===== config.mk =====
export PLATFORM = sky130hd
export DESIGN_NAME = moore_seq_detector
export DESIGN_NICKNAME = d
export VERILOG_FILES = /design/src/rtl/moore_seq_pkg.sv /design/src/rtl/moore_seq_detector_sat_counter.sv /design/src/rtl/moore_seq_detector.sv
export SDC_FILE = /design/constraint.sdc
export NUM_CORES = 1
export LEC_CHECK = 0
export BUFFER_PORTS_ARGS = -buffer_cell sky130_fd_sc_hd__buf_4
export CORE_MARGIN = 2
export CORE_UTILIZATION = 50
export DETAILED_ROUTE_END_ITERATION = 10
export PLACE_DENSITY = 0.74
export SKIP_LAST_GASP = 1
export SYNTH_ARGS = -nofsm -noshare
export SYNTH_HDL_FRONTEND = slang
export SYNTH_SLANG_ARGS = --single-unit

===== constraint.sdc =====
create_clock -name clk -period 3.4 [get_ports clk]
set_clock_uncertainty 0.2 [all_clocks]
set_input_delay 0.34 -clock clk [delete_from_list [all_inputs] [get_ports clk]]
set_output_delay 0.34 -clock clk [all_outputs]
set_load 0.01 [all_outputs]

===== src/rtl/moore_seq_pkg.sv =====
// Shared limits and width helper for the Moore sequence detector.
package moore_seq_pkg;

  localparam int PAT_LEN_MIN = 2;
  localparam int PAT_LEN_MAX = 16;
  localparam int CNT_W_MIN   = 1;
  localparam int CNT_W_MAX   = 32;

  // Number of bits needed to hold values 0..n-1.
  function automatic int clog2_w(input int n);
    int r;
    r = 0;
    for (int i = 0; i < 32; i++) begin
      if ((64'd1 << i) < 64'(n)) r = i + 1;
    end
    return r;
  endfunction

endpackage


===== src/rtl/moore_seq_detector_sat_counter.sv =====
// Saturating up-counter: increments on inc, sticks at all-ones.
module sat_counter #(
  parameter int W = 8
) (
  input  logic         clk,
  input  logic         reset,
  input  logic         inc,
  output logic [W-1:0] count
);

  localparam logic [W-1:0] CNT_MAX = '1;
  localparam logic [W-1:0] CNT_ONE = W'(1);

  logic [W-1:0] count_q, count_d;

  // Next count with saturation at the top value.
  always_comb begin
    count_d = count_q;
    if (inc && (count_q != CNT_MAX)) begin
      count_d = count_q + CNT_ONE;
    end else begin
      count_d = count_q;
    end
  end

  // Count register.
  always_ff @(posedge clk or posedge reset) begin
    if (reset) count_q <= '0;
    else       count_q <= count_d;
  end

  assign count = count_q;

endmodule


===== src/rtl/moore_seq_detector.sv =====
// Serial pattern detector: registered Moore machine over {history, fill},
// with a loadable pattern, overlap control and a saturating match counter.
module moore_seq_detector
  import moore_seq_pkg::*;
#(
  parameter int                 PAT_LEN  = 4,
  parameter logic [PAT_LEN-1:0] PAT_INIT = 4'b1011,
  parameter int                 CNT_W    = 8
) (
  input  logic                              clk,
  input  logic                              reset,
  input  logic                              in_valid,
  input  logic                              in_w,
  input  logic                              pat_load,
  input  logic [PAT_LEN-1:0]                pat_value,
  input  logic                              overlap_en,
  output logic                              match,
  output logic [CNT_W-1:0]                  match_count,
  output logic [clog2_w(PAT_LEN+1)-1:0]     fill
);

  localparam int             FW       = clog2_w(PAT_LEN + 1);
  localparam logic [FW-1:0]  FILL_MAX = FW'(PAT_LEN);
  localparam logic [FW-1:0]  FILL_ONE = FW'(1);

  if ((PAT_LEN < PAT_LEN_MIN) || (PAT_LEN > PAT_LEN_MAX) ||
      (CNT_W < CNT_W_MIN) || (CNT_W > CNT_W_MAX)) begin : g_bad_params
    $error("moore_seq_detector: PAT_LEN or CNT_W out of range");
  end

  logic [PAT_LEN-1:0] pat_q, pat_d;
  logic [PAT_LEN-1:0] hist_q, hist_d;
  logic [FW-1:0]      fill_q, fill_d;
  logic               match_q, match_d;

  // Next state: load has priority over a serial bit; match_d is the match event.
  always_comb begin
    pat_d   = pat_q;
    hist_d  = hist_q;
    fill_d  = fill_q;
    match_d = 1'b0;
    if (pat_load) begin
      pat_d  = pat_value;
      hist_d = '0;
      fill_d = '0;
    end else if (in_valid) begin
      hist_d = {hist_q[PAT_LEN-2:0], in_w};
      fill_d = (fill_q == FILL_MAX) ? FILL_MAX : (fill_q + FILL_ONE);
      if ((fill_d == FILL_MAX) && (hist_d == pat_q)) begin
        match_d = 1'b1;
        // Non-overlap restarts the window; history keeps shifting regardless.
        if (!overlap_en) fill_d = '0;
        else             fill_d = FILL_MAX;
      end else begin
        match_d = 1'b0;
      end
    end else begin
      match_d = 1'b0;
    end
  end

  // State and registered match output.
  always_ff @(posedge clk or posedge reset) begin
    if (reset) begin
      pat_q   <= PAT_INIT;
      hist_q  <= '0;
      fill_q  <= '0;
      match_q <= 1'b0;
    end else begin
      pat_q   <= pat_d;
      hist_q  <= hist_d;
      fill_q  <= fill_d;
      match_q <= match_d;
    end
  end

  sat_counter #(.W(CNT_W)) u_match_cnt (
    .clk   (clk),
    .reset (reset),
    .inc   (match_d),
    .count (match_count)
  );

  assign match = match_q;
  assign fill  = fill_q;

endmodule

==> run metrics <==
status=finished clean; Inserted Clock Buffers=3; layout cells sized above 1=0.330; Rel. slew slack=0.530; min cycle time layout=2.19 ns; post-route ant nets=0; P&R area growth vs syn=21.2%; WL per Instance=13.6 um; pin count of the biggest net entering global routing=20; Die Area=~0.0024 mm^2; Initial Util=0.527; RR Startpoint=fill[0]; crit path from=fill[0]; Critical R2R Capture=u_match_cnt.count[6]; critical path peak fanout=8; fillers=approximately 180; Synth Cell Area=0.00103 mm^2; hold path cells=2; min-delay worst type=in2reg; LEAKAGE=0.000586 uW; RSZ-0062 raised after global routing=no; PwrDens=roughly 330 mW/mm^2; f_max=roughly 460 MHz; nets=129; Synthesized Nets=104; min-delay src=pat_value[3]; Critical Path End Type=flop; CTS Root Cell=clkbuf_4; DR iter-0 viols=18; Synth Warn #=0; Total Wirelength=1.93 mm; Switching Fraction=0.260; Worst Path Arrival=2.18 ns; Die X=49.5 um; # clock sinks=19; fin crit share=0.645; fin. max-slew vios=0; H-Tree Depth=1; Worst Hold Endpoint=pat_q[3]; clock network power share=0.272; endpoints failing hold=0; combinational share of power=0.145; Max clock buf depth=2; CP required=between 3 and 4 ns; CP startpoint kind=flop; Psw=109 uW; Post-Syn Instances=91; syn avg cell area=between 10 and 15 um^2; Least-Margin Pin Slew=0.704 ns; max incr delay on CP=between 0.4 and 0.5 ns; Placer Congestion=0.764; global-route wire length before repair=3.27 mm; worst-path cell chain=inv_1 > ha_1 > nor2b_1 > o211ai_4 > nor4_2 > mux2_2; Core Box Area=0.00196 mm^2; WHS=0.0747 ns; Max VDD drop=0.000248 V; vias in the first global route=745; sequential area share after synthesis=0.464; Ports=22; Post-CTS Setup Repair Bufs=0; initial antenna violation count=0; Placement Rows=16; register-to-register setup slack=1.21 ns; drt first pass iters=4; I/O Buffers=21; Ant. Diodes=0; TritonCTS clock tree=built; reg2reg path depth=6; clk_lat worst skew=approximately 0.29 ns; number of synthesized register bits=19; Die H=49.5 um; GRT Overall Usage=0.177; Final setup viols=0; Flop pwr share=0.583; post-synthesis cell type count=30; most common cell after layout, fill and taps aside=buf_4; CTS clk-pin slew, worst paths=0.11 ns; grt ovf=0; placed wire-length estimate=1.44 mm; setup_tns=0 ns; critical path class=reg2reg; Internal Pwr Total=310 uW; post-CTS sizing=0; Max-Cap Viols=0; most frequent cells in the layout=buf_4 (21), dfrtp_1 (16), nor2_1 (7); drt via density=5.36; crit path max-delay cell type=dfrtp_1; number of remaining DRC errors=0; routed vias=761
[state kept, by name (all words and copies together) (netlist names)]
| signal | flops |
|---|---|
| u_match_cnt.count | 8 |
| pat_q | 4 |
| fill | 3 |
| hist_q | 3 |
| match | 1 |
[worst max-delay path: cells and delay by family, from the launching register on]
kind,cells,cell delay [ns]
flip-flops,1,0.43
AO/OA/AOI/OAI,1,0.17
buffers and inverters,1,0.07
AND/OR/NAND/NOR,2,0.54
multiplexers,1,0.37
adder cells (fa/ha/maj),1,0.31
[final cells by class]
cell class	count	area (um^2)	area share
well taps	27	33.8	0.0270
flip-flops and latches	19	479	0.383
clock buffers	4	26.3	0.0210
inverters	4	15.0	0.0120
multi-input cells	66	531	0.424
repair buffers	22	168	0.134
[synth_stat cells]
cell type	n	area, um^2
nor2_1	7	26.3
nand3b_1	2	15.0
o21ai_0	3	15.0
buf_2	1	5.00
o2111ai_4	1	26.3
mux2_1	1	11.3
and2_2	1	7.51
o211ai_4	1	21.3
inv_1	4	15.0
xnor2_1	4	35.0
a21oi_1	2	10.0
o31ai_1	1	7.51
a211oi_1	1	7.51
nor4_2	1	12.5
ha_1	3	37.5
nand2_1	5	18.8
mux2_2	6	67.6
nor4_4	1	21.3
nor4_1	6	37.5
xor2_1	5	43.8
dfrtp_1	16	400
nand4_1	2	12.5
mux2i_1	4	40.0
nor2b_1	1	6.26
nand3_1	2	10.0
clkbuf_1	1	3.75
dfstp_2	3	78.8
and3_1	3	18.8
nand2b_1	2	12.5
and4_1	1	8.76
[per-layer routing]
metal  GRT usage  part of all wire
met5           0                 0
met4      0.0417            0.0047
met3      0.0333             0.040
met2       0.304              0.51
met1       0.231              0.44
[how the worst max path moves through the flow]
stage	to	cells after the start	slack [ns]
2_1_floorplan	u_match_cnt.count[1]	6	1.32
3_3_place_gp	u_match_cnt.count[6]	6	1.28
3_5_place_dp	u_match_cnt.count[6]	6	1.20
4_1_cts	u_match_cnt.count[6]	6	1.18
5_1_grt	u_match_cnt.count[6]	6	1.09
6_report	u_match_cnt.count[6]	6	1.21
[power by group through the flow]
stage | sequential (uW) | combinational [uW] | clock (uW)
5_1_grt | 246 | 67.6 | 127
3_5_place_dp | 249 | 60.3 | 0
6_report | 244 | 60.8 | 114
3_3_place_gp | 248 | 58.8 | 0
4_1_cts | 244 | 61.5 | 118
2_1_floorplan | 248 | 40.9 | 0
[through the flow]
step / util / setup WS (ns) / std cells / instance area, um^2 / total power (uW)
finish: 0.638 / 1.21 / 142 / 1250 / 419
floorplan: - / 1.32 / 91 / 1030 / 289
global route: 0.638 / 1.09 / 142 / 1250 / 440
global placement: 0.620 / 1.28 / 137 / 1220 / 307
CTS: 0.638 / 1.18 / 142 / 1250 / 424
detailed placement: 0.620 / 1.20 / 137 / 1220 / 309
[kinds of logic after synthesis]
kind of cell / Yosys count / share of synthesized area
AOI/OAI and AO/OA: 9 / 0.0848
and+or+nand+nor: 34 / 0.201
adders and majority gates: 3 / 0.0363
buffers and inverters: 6 / 0.0230
muxes: 11 / 0.115
xor gates and xnor gates: 9 / 0.0763
DFF: 19 / 0.464
[timing repair]
item,4_1_cts,5_1_grt
hold buffers,1,0
hold endpoints to repair,16,0
endpoints found under the setup margin,0,0
Note: power is estimated with default switching activity, not from simulation.
